[src/rtl/fetch_redirect_ctrl_pkg.sv]
// Shared CPU fetch parameters: datapath width and redirect FSM state encoding.
package fetch_redirect_ctrl_pkg;

  localparam int unsigned WORD = 32;

  typedef enum logic {
    StIdle = 1'b0,
    StWait = 1'b1
  } redir_state_e;

endpackage

[src/rtl/redirect_cnt_sat.sv]
// Saturating event counter: counts increment requests, sticks at all-ones.
module redirect_cnt_sat #(
  parameter int unsigned CNT_W = 16
) (
  input  logic             clk,
  input  logic             rst,
  input  logic             inc,
  output logic [CNT_W-1:0] count
);

  logic [CNT_W-1:0] count_q;
  logic [CNT_W-1:0] count_d;

  always_comb begin
    count_d = count_q;
    if (inc && (count_q != {CNT_W{1'b1}})) begin
      count_d = count_q + 1'b1;
    end
  end

  always_ff @(posedge clk or negedge rst) begin
    if (!rst) begin
      count_q <= '0;
    end else begin
      count_q <= count_d;
    end
  end

  assign count = count_q;

endmodule

[src/rtl/fetch_redirect_ctrl.sv]
// IF0 next-PC selection: EX correction, predictor redirect, PC+4 or hold, with an
// EX target parked across ICache misses and replayed when the cache frees up.
module fetch_redirect_ctrl
  import fetch_redirect_ctrl_pkg::*;
#(
  parameter int unsigned CNT_W = 16
) (
  input  logic             clk,
  input  logic             rst,
  input  logic [WORD-1:0]  pc_cur,
  input  logic             pre_branch,
  input  logic [WORD-1:0]  pre_pc,
  input  logic             ex_branch,
  input  logic [WORD-1:0]  ex_pc,
  input  logic             icache_stall,
  input  logic             load_stall,
  input  logic             dcache_stall,
  output logic [WORD-1:0]  npc,
  output logic             pc_we,
  output logic             flush_if,
  output logic             flush_id,
  output logic             redirect_pending,
  output logic [CNT_W-1:0] redirect_cnt
);

  redir_state_e    state_q, state_d;
  logic [WORD-1:0] pend_pc_q, pend_pc_d;
  logic            bstall;
  logic            cnt_inc;

  assign bstall = load_stall | dcache_stall;

  always_comb begin
    state_d   = state_q;
    pend_pc_d = pend_pc_q;
    npc       = pc_cur;
    pc_we     = 1'b0;
    flush_if  = 1'b0;
    flush_id  = 1'b0;
    cnt_inc   = 1'b0;

    unique case (state_q)
      StIdle: begin
        if (ex_branch && !icache_stall) begin
          npc      = ex_pc;
          pc_we    = 1'b1;
          flush_if = 1'b1;
          flush_id = 1'b1;
          cnt_inc  = 1'b1;
        end else if (ex_branch) begin
          pend_pc_d = ex_pc;
          flush_if  = 1'b1;
          flush_id  = 1'b1;
          state_d   = StWait;
        end else if (icache_stall || bstall) begin
          pc_we = 1'b0;
        end else if (pre_branch) begin
          npc   = pre_pc;
          pc_we = 1'b1;
        end else begin
          npc   = pc_cur + WORD'(4);
          pc_we = 1'b1;
        end
      end
      StWait: begin
        // Predictor redirects are ignored here: the parked target is authoritative.
        if (ex_branch) begin
          flush_if = 1'b1;
          flush_id = 1'b1;
          if (icache_stall) begin
            pend_pc_d = ex_pc;
          end else begin
            npc     = ex_pc;
            pc_we   = 1'b1;
            cnt_inc = 1'b1;
            state_d = StIdle;
          end
        end else if (!icache_stall) begin
          // flush_if drops the wrong-path line returning from the miss.
          npc      = pend_pc_q;
          pc_we    = 1'b1;
          flush_if = 1'b1;
          cnt_inc  = 1'b1;
          state_d  = StIdle;
        end
      end
      default: state_d = StIdle;
    endcase

    if (!rst) begin
      npc      = pc_cur;
      pc_we    = 1'b0;
      flush_if = 1'b0;
      flush_id = 1'b0;
      cnt_inc  = 1'b0;
    end
  end

  always_ff @(posedge clk or negedge rst) begin
    if (!rst) begin
      state_q   <= StIdle;
      pend_pc_q <= '0;
    end else begin
      state_q   <= state_d;
      pend_pc_q <= pend_pc_d;
    end
  end

  assign redirect_pending = (state_q == StWait);

  redirect_cnt_sat #(
    .CNT_W (CNT_W)
  ) u_redirect_cnt (
    .clk   (clk),
    .rst   (rst),
    .inc   (cnt_inc),
    .count (redirect_cnt)
  );

endmodule
[config.mk]
export PLATFORM = sky130hd
export DESIGN_NAME = fetch_redirect_ctrl
export DESIGN_NICKNAME = d
export VERILOG_FILES = /design/src/rtl/fetch_redirect_ctrl_pkg.sv /design/src/rtl/redirect_cnt_sat.sv /design/src/rtl/fetch_redirect_ctrl.sv
export SDC_FILE = /design/constraint.sdc
export NUM_CORES = 1
export LEC_CHECK = 0
export ABC_AREA = 0
export CORE_UTILIZATION = 45
export DETAILED_ROUTE_END_ITERATION = 6
export GPL_ROUTABILITY_DRIVEN = 0
export HOLD_SLACK_MARGIN = 0.02
export PLACE_DENSITY = 0.91
export SLEW_MARGIN = 20
export SYNTH_ARGS = -nofsm -noshare
export SYNTH_HDL_FRONTEND = slang
export SYNTH_SLANG_ARGS = --single-unit
[constraint.sdc]
create_clock -name clk -period 4.3 [get_ports clk]
set_clock_uncertainty 0.15 [all_clocks]
set_input_delay 0.86 -clock clk [delete_from_list [all_inputs] [get_ports clk]]
set_output_delay 0.86 -clock clk [all_outputs]
set_load 0.03 [all_outputs]
-- Yosys cells after proc, flatten, opt, wreduce, memory -nomap -nowiden
Cells that the tools add are included.
- bits in registers: 49
- output and inout port bits: 52
- RAM bits: 0
- memories kept: 0
- memory bits (read-only): 0
- bits in latches: 0
- add/sub/neg operators: 2
- magnitude comparators: 0
- bitwise gates (word level): 2
- shift-type cells: 0
- div/mod/pow operators: 0
- equal/unequal tests: 5
- reduce and logical (&&, ||, !) cells: 5
- muxes and demuxes: 33
- $mul: 0
- operator list (cell ; number):
    $mux 32 ; 12
    $pmux 32 s2 ; 2
    $add 32x3->32 const B ; 1
    $add 16x1->16 const B ; 1
    $ne 16x16->1 const B ; 1
    $mux 1 ; 14
    $pmux 1 s2 ; 5
    $ne 2x2->1 const B ; 4
    $reduce_and 4->1 ; 1
    $logic_and 1x1->1 ; 2
    $logic_not 1->1 ; 1
    $logic_or 1x1->1 ; 1
    $not 1->1 ; 1
    $or 1x1->1 ; 1

-- Depth between registers and ports, before layout
Gate-level depths: netlist (run 1).
- depth after elaboration: 7
- depth in mapped cells: 8
- gate-level depth less buffers: 6

-- Hierarchy
A second synthesis (run 1) with hierarchy kept.
- cells, all modules: 545
- area total of the unflattened synthesis: 4451.8 um^2
- by module, submodules not included (module ; instances ; cells each ; sequential area each (um^2) ; area an instance (um^2)):
    fetch_redirect_ctrl ; 1 ; 473 ; 825.8 ; 3592.2
    redirect_cnt_sat ; 1 ; 72 ; 400.4 ; 859.6

-- Worst setup path after synthesis (run 1)
Ideal clock, no wire load.
- path type: input to output
- start point: in icache_stall
- end point: out npc[25]
- slack: 0.585 ns
- arrival time: 2.705 ns
- cell stages on the path: 6
- path through: buf_6 -> or4_4 -> buf_6 -> nor2_1 -> a221oi_1 -> a221oi_1
- longest elaborated chain between the ends: 6
- elaborated cells on any way between the ends: 11
- classes of those cells: 8 x mux; 3 x reduce/logical
- ends and longest elaborated chain (item ; RTL line ; text):
    start, declared ; fetch_redirect_ctrl.sv:15 ; input logic icache_stall,
    $logic_or 1x1->1 ; fetch_redirect_ctrl.sv:55 ; end else if (icache_stall || bstall) begin
    $mux 32 ; fetch_redirect_ctrl.sv:55 ;
    $mux 32 ; fetch_redirect_ctrl.sv:50 ; end else if (ex_branch) begin
    $mux 32 ; fetch_redirect_ctrl.sv:44 ; if (ex_branch && !icache_stall) begin
    $pmux 32 s2 * ; fetch_redirect_ctrl.sv:42 ; unique case (state_q)
    $mux 32 * ; fetch_redirect_ctrl.sv:90 ; if (!rst) begin
    end, declared ; fetch_redirect_ctrl.sv:18 ; output logic [WORD-1:0] npc,
Every way passes the cells marked *; elsewhere a longest branch is shown, timed or not.

-- Final worst setup path (run 1)
- start point: in dcache_stall
- end point: out npc[27]
- longest elaborated chain between the ends: 7
- ends and longest elaborated chain (item ; RTL line ; text):
    start, declared ; fetch_redirect_ctrl.sv:17 ; input logic dcache_stall,
    $or 1x1->1 ; fetch_redirect_ctrl.sv:31 ; assign bstall = load_stall | dcache_stall;
    $logic_or 1x1->1 ; fetch_redirect_ctrl.sv:55 ;
    $mux 32 ; fetch_redirect_ctrl.sv:55 ;
    $mux 32 ; fetch_redirect_ctrl.sv:50 ;
    $mux 32 ; fetch_redirect_ctrl.sv:44 ;
    $pmux 32 s2 ; fetch_redirect_ctrl.sv:42 ;
    $mux 32 ; fetch_redirect_ctrl.sv:90 ;
No other way between the ends.

==> results of run 1 <==
kinds of logic after synthesis:
group           count (synthesis)  synth area share [%]
simple gates                  202                  23.7
compound gates                180                  28.0
buf+inv                        51                  5.43
flops                          49                  27.7
mux                            46                  11.6
xor+xnor                       15                  2.97
fa+ha+maj                       2                 0.565
power groups by stage:
stage	Combinational [uW]	Sequential [uW]	Clock, uW
4_1_cts	694	584	312
2_1_floorplan	330	620	0
3_5_place_dp	691	593	0
5_1_grt	743	595	328
3_3_place_gp	674	584	0
6_report	707	587	305
cells in the mapped netlist (all sizes together), types with 3 or more instances:
master / number / area, um^2
a211oi: 4 / 30.0
a221oi: 4 / 35.0
nand3: 23 / 135
a21oi: 43 / 219
a31oi: 7 / 43.8
o211ai: 4 / 30.0
o2bb2ai: 4 / 35.0
o311ai: 3 / 26.3
buf: 25 / 143
xnor2: 11 / 96.3
o21bai: 4 / 30.0
o22a: 4 / 35.0
o22ai: 13 / 81.3
nor2: 49 / 184
nand2: 50 / 190
mux2: 41 / 462
o221ai: 4 / 35.0
o31ai: 4 / 30.0
nor4: 11 / 81.3
xor2: 4 / 35.0
mux2i: 5 / 50.1
and2: 4 / 25.0
nand2b: 7 / 43.8
dfrtp: 49 / 1230
nor3: 12 / 70.1
a22o: 5 / 43.8
nor2b: 7 / 43.8
a2bb2oi: 3 / 26.3
clkbuf: 17 / 63.8
or3: 3 / 18.8
inv: 9 / 33.8
o21ai: 25 / 125
and4: 6 / 52.6
a221o: 3 / 30.0
a22oi: 18 / 135
a21o: 4 / 30.0
nand4: 17 / 113
and3: 6 / 37.5
or4: 3 / 26.3
sequential cells by signal, indices dropped and copies added (netlist names):
signal / flops
pend_pc_q: 32
redirect_pending: 1
u_redirect_cnt.count: 16
layer usage:
layer | part of all wire, % | GRT usage (%) | routed length [um]
met1 | 37 | 42.2 | 6400
met5 | 0 | 0 | 0
met2 | 45 | 53.6 | 7790
met4 | 5.3 | 17.2 | 928
met3 | 13 | 7.73 | 2270
critical path: cells and delay by family:
kind	cells	cell delay, ps
and+or+nand+nor	3	1130
AOI/OAI and AO/OA	2	320
buffers and inverters	3	890
worst max-delay path by stage:
stage / from / endpoint / slack [ps] / cells past startpoint
floorplan: icache_stall / npc[25] / 580 / 6
global placement: dcache_stall / npc[14] / 130 / 8
detailed placement: dcache_stall / npc[14] / 80 / 8
CTS: dcache_stall / npc[14] / 80 / 8
global route: ex_branch / npc[2] / 40 / 10
finish: dcache_stall / npc[27] / 80 / 8
per-stage QoR:
step	worst slack [ps]	utilization [%]	instance area [um^2]
floorplan	585	-	4430
finish	82.0	68.4	6410
global placement	128	66.9	6270
CTS	76.4	68.0	6370
global route	35.3	68.4	6410
detailed placement	75.8	66.9	6270
layout make-up:
class	count	area share, %
inverters	9	0.527
repair buffers	207	29.6
clock buffers	5	1.07
clock inverters	3	0.449
flip-flops and latches	49	19.1
multi-input cells	445	46.6
well taps	129	2.52
==> results.md, run 1 <==
* Drt first pass iters at 7
* TritonCTS clock tree: yes
* Post-synth top flop: dfrtp_1
* R2R depth at 5
* Final period util at 98.1%
* Diodes inserted at 0
* Hold buffers post-CTS at 0
* Inst Count DP at approximately 840
* Setup bufs post-CTS at 0
* Area of the multi-input gates at 2990 um^2
* Overall Power at 1600 uW
* Area Growth Syn to Fin at 44.8%
* Mapped cell area at 4430 um^2
* Fillers at roughly 750
* FFs w/ async S/R, synth at 100%
* DR WL/cell at 20.5 um
* Yosys warning count at 0
* HPWL Detailed at about 13000 um
* Routed Antenna Nets at 0
* Register Area at 1230 um^2
* Sink Count at 49
* Clock Pin Slew Worst Setup and Hold Paths at 110 ps
* Resized cells post-CTS at 0
* CP arrival at between 3000 and 4000 ps
* Final Net Count at 822
* First-pass GRT wire length at 26800 um
* Rows at 35
* All-Layer GR Usage at between 30% and 40%
* Relative max-transition margin at 49.1%
* Hold slack at 303 ps
* Worst-Skew Late Latency at 320 ps
* Flops & latches, synth at 49
* CP Capture Type: output port
* Vias in the first global route at ~5400
* Commonest cells after routing, fill and taps aside: clkdlybuf4s50_1, buf_4, nor2_1, dfrtp_1, nand2_1
* CTS Root Cell: clkbuf_8
* Int Pwr at 977 uW
* RSZ-0062 raised after global routing: false
* R2r startpoint: redirect_pending
* Max Slew Vio Count at 0
* Initial Util at 47.2%
* Leak at between 0.002 and 0.003 uW
* CTS Buf Count at 5
* Clock power share at 19.1%
* F_max at between 0.2 and 0.25 GHz
* Commonest non-fill, non-tap cell in the layout: clkdlybuf4s50_1
* CP Launch Type: primary input
* Final setup viols at 0
* Net Count, Synth at 650
* Crit-path max FO at 10
* Min cycle time layout at about 4200 ps
* Via Count at 5649
* Reg power frac at a little under two fifths
* Final wirelength at 17400 um
* Number of I/O port buffers at roughly 150
* Maximum VDD drop at around 0.31 mV
* FF-to-FF setup slack at 2230 ps
* Sw Share at 39.0%
* Setup TNS at 0 ps
* Layout Cells excl Fill at around 850
* Cell mode on critical path: buf_4
* Worst-Margin Slew at 762 ps
* Critical Path Slowest Stage Cell: or4_4
* Synth cell types at 76
* Initial drt markers at 940
* CP Cell Sequence: clkdlybuf4s50_1 > or4_4 > buf_4 > or3_1 > nor4_2 > a2111oi_0 > o21ai_1 > buf_4
* Clock Tree Buf Depth at 2
* GRT Residual Overflow at 0
* Post-synth EDFFs at 0
* Hold WC Path Type: primary input to asynchronous set/reset pin
* Delay of the slowest cell on the worst path at around 640 ps
* Die Wd at 101 um
* Ports at 155
* Die footprint at between 10000 and 15000 um^2
* Initial antenna violation count at 0
* Core area at about 9400 um^2
* Layout cells sized above 1 at between 20% and 30%
* WS Path Type: primary input to output port
* Comb power frac at between 40% and 50%
* Pwr Density at 250 nW/um^2
* Hold Violations, Final at 0
* Largest net degree at the start of global routing at 39
* Post-DR vias/cell at ~6.7
* Outcome: finished, final reports clean
* MaxCap Viol Count at 0
* Htree depth at 2
* DRC violations left at 0
* Net load switching power at 623 uW
* Worst r2r dst: u_redirect_cnt.count[9]
* Syn Inst Count at 545
* Sequential element share of the synthesized area at 27.7%
* Worst path required time at roughly 3300 ps
* Die Ht at between 100 and 150 um
* Mapped Avg Cell Area at 8.12 um^2
No activity file was read; power rests on OpenSTA's default activity.
==> run 2: changes to the inputs <==
Settings changed: ABC_AREA 0 to 1, CORE_UTILIZATION 45 to 40, PLACE_DENSITY 0.91 to 0.81.
==> run 2 against run 1 <==
Against the previous run:
- the run now ends with design-rule violations left
- wire length increased by 4.4%
- core utilization decreased by 11 points
- count of clock-buffer cells in the layout unchanged
- first-iteration DRC count down 42%
- critical path depth grew 5
- sequential cell count did not move
- fmax increased by 4.3%
- clock power is 36% higher
- sequential power fell by 0.9%
==> results.md, run 2 <==
* Relative max-transition margin at 36.2%
* Layout cells sized above 1 at a little under an eighth
* Cell family with most CP delay: buffers and inverters
* Reg power frac at 34.1%
* Die footprint at around 13000 um^2
* CP Capture Type: output port
* Sw Share at 38.5%
* Rows at 40
* Post-synth top flop: dfrtp_1
* Flops & latches, synth at 49
* Routed Antenna Nets at 0
* Count leader, synth: nand2_1
* Synth cell types at 42
* Clock Tree Buf Depth at 2
* Sink Count at between 40 and 50
* GRT Residual Overflow at 0
* DRC violations left at 1
* Ports at 155
* Mapped Avg Cell Area at 5.97 um^2
* Largest net degree at the start of global routing at 69
* CP Cell Sequence: clkdlybuf4s50_1 > buf_4 > nand3_1 > nor2_2 > inv_1 > nor2_2 > xnor2_1 > o21ai_1 > nand2_1 > nand2_1 > nand2_1 > nand2_1 > buf_4
* Cell mode on critical path: nand2_1
* Outcome: finished with violations
* RSZ-0062 raised after global routing: false
* Worst-Margin Slew at 953 ps
* Hold WC Path Type: flop to flop
* Most flops, register: pend_pc_q
* Area after DPL at 6810 um^2
* Core area at ~12000 um^2
* Commonest non-fill, non-tap cell in the layout: nand2_1
* Mapped cell area at 5020 um^2
* Yosys warning count at 0
* CTS Buf Count at 5
* CP arrival at 3030 ps
* Post-DR vias/cell at 5.33
* Initial drt markers at between 500 and 600
* Final setup viols at 0
* Critical Path Slowest Stage Cell: clkdlybuf4s50_1
* WS Path Type: primary input to output port
* Delay of the slowest cell on the worst path at roughly 550 ps
* MaxCap Viol Count at 0
* Final wirelength at roughly 18000 um
* Synth top area cells: dfrtp_1, nand2_1, nor2_1, inv_1, nand3_1
* Die Ht at around 110 um
* Initial antenna violation count at 0
* CP Launch Type: primary input
* HPWL Detailed at 14200 um
* Violated checks: design-rule violations
* First-pass GRT wire length at ~29000 um
* Yosys top cell by area: dfrtp_1
* TritonCTS clock tree: yes
* Share of the synthesized area in the top cell type at roughly 24%
* Net load switching power at roughly 660 uW
* Int Pwr at about 1100 uW
* Maximum VDD drop at 0.381 mV
* Fin area at about 7000 um^2
* Htree depth at 2
* Hold Violations, Final at 0
* FFs w/ async S/R, synth at 100%
* Via Count at 6244
* Net Count, Synth at 946
* F_max at 0.247 GHz
* Pwr Density at 245 nW/um^2
* Commonest cells after routing, fill and taps aside: nand2_1, clkdlybuf4s50_1, nor2_1, inv_1, buf_4
* Sequential element share of the synthesized area at about 24%
* Min cycle time layout at 4040 ps
* Diodes inserted at 0
* Initial Util at approximately two fifths
* Vias in the first global route at roughly 5700
* Overall Power at between 1500 and 2000 uW
* Number of I/O port buffers at 154
* Drt first pass iters at 7
* Die Wd at 114 um
* Worst path required time at 3290 ps
* Clock Pin Slew Worst Setup and Hold Paths at about 70 ps
* DR WL/cell at roughly 15 um
* Comb power frac at 41.6%
* Final period util at 94.1%
* Largest register FFs at 32
* Commonest cells post-synth: nand2_1, nor2_1, inv_1
* Crit-path max FO at 5
* Post-synth EDFFs at 0
* Max Slew Vio Count at 0
* Hold buffers post-CTS at 0
* Leak at 0.00330 uW
* Syn Inst Count at 841
* Final Net Count at roughly 1100
* Worst-Skew Late Latency at about 300 ps
* CTS Root Cell: clkbuf_16
* Clock power share at 24.3%
* Buf/Inv on CP at 4
* All-Layer GR Usage at between 20% and 30%
* Area Growth Syn to Fin at 38.8%
* Setup TNS at 0 ps
==> run 2: worst register-to-register path: cells and delay by family (launching register included) <==
kind | cells | cell delay [ps]
DFF | 1 | 780
xor gates and xnor gates | 1 | 170
and+or+nand+nor | 6 | 1050
==> run 2: cells by family (layout without fill, tap and decap cells) <==
family | count (synthesis) | in the layout | synth area share, %
AO/OA/AOI/OAI | 145 | 145 | 17.6
XOR/XNOR | 19 | 19 | 3.31
adder cells (fa/ha/maj) | 2 | 2 | 0.498
buffers and inverters | 132 | 295 | 11.3
flip-flops | 49 | 49 | 24.4
multiplexers | 11 | 11 | 2.47
AND/OR/NAND/NOR | 483 | 483 | 40.5
==> run 2: layout make-up <==
class                      count  area [um^2]
inverter                      95          359
multi-input combinational    660         3230
tap                          168          210
sequential                    49         1230
clock buffer                   5          125
fill                        1229         5140
timing repair buffer         192         1790
clock inverter                 3         33.8
==> run 2: repair_timing <==
| action | in CTS | in global routing |
|---|---|---|
| setup buffers | 0 | 0 |
| resized for setup | 0 | 2 |
| endpoints found under the setup margin | 0 | 2 |
==> run 2: path summary, 6_finish.rpt <==
kind	from	to	slack, ps	depth (start not counted)
min in group asynchronous	rst	pend_pc_q[4]	460	2
setup / recovery	pc_cur[3]	npc[15]	260	13
hold reg to reg	pend_pc_q[0]	pend_pc_q[0]	340	2
max in group asynchronous	rst	u_redirect_cnt.count[14]	2830	2
hold / removal	pend_pc_q[0]	pend_pc_q[0]	340	2
setup reg to reg	redirect_pending	u_redirect_cnt.count[11]	2090	7
==> run 2: metal layers <==
| layer | track usage, % | part of all wire [%] |
|---|---|---|
| met5 | 0 | 0 |
| met2 | 43.9 | 44 |
| met3 | 4.92 | 12 |
| met4 | 10.1 | 3.1 |
| met1 | 38.7 | 42 |
==> run 2: per-stage QoR <==
| step | hold WS [ps] | instances | util (%) | setup WS [ps] |
|---|---|---|---|---|
| final | 339 | 1172 | 57.6 | 256 |
| after global routing | 357 | 1172 | 57.6 | 106 |
| after CTS | 341 | 1172 | 57.5 | 59.5 |
| after detailed placement | 323 | 1164 | 56.2 | 64.6 |
| after global placement | 317 | 1164 | 56.2 | 103 |
| after floorplan | 303 | 841 | - | 821 |
==> run 2: power groups by stage <==
| stage | clock (uW) | sequential, uW | combinational (uW) |
|---|---|---|---|
| floorplan | 0 | 617 | 346 |
| global placement | 0 | 585 | 695 |
| detailed placement | 0 | 589 | 702 |
| CTS | 421 | 581 | 705 |
| global route | 439 | 591 | 766 |
| finish | 415 | 582 | 710 |
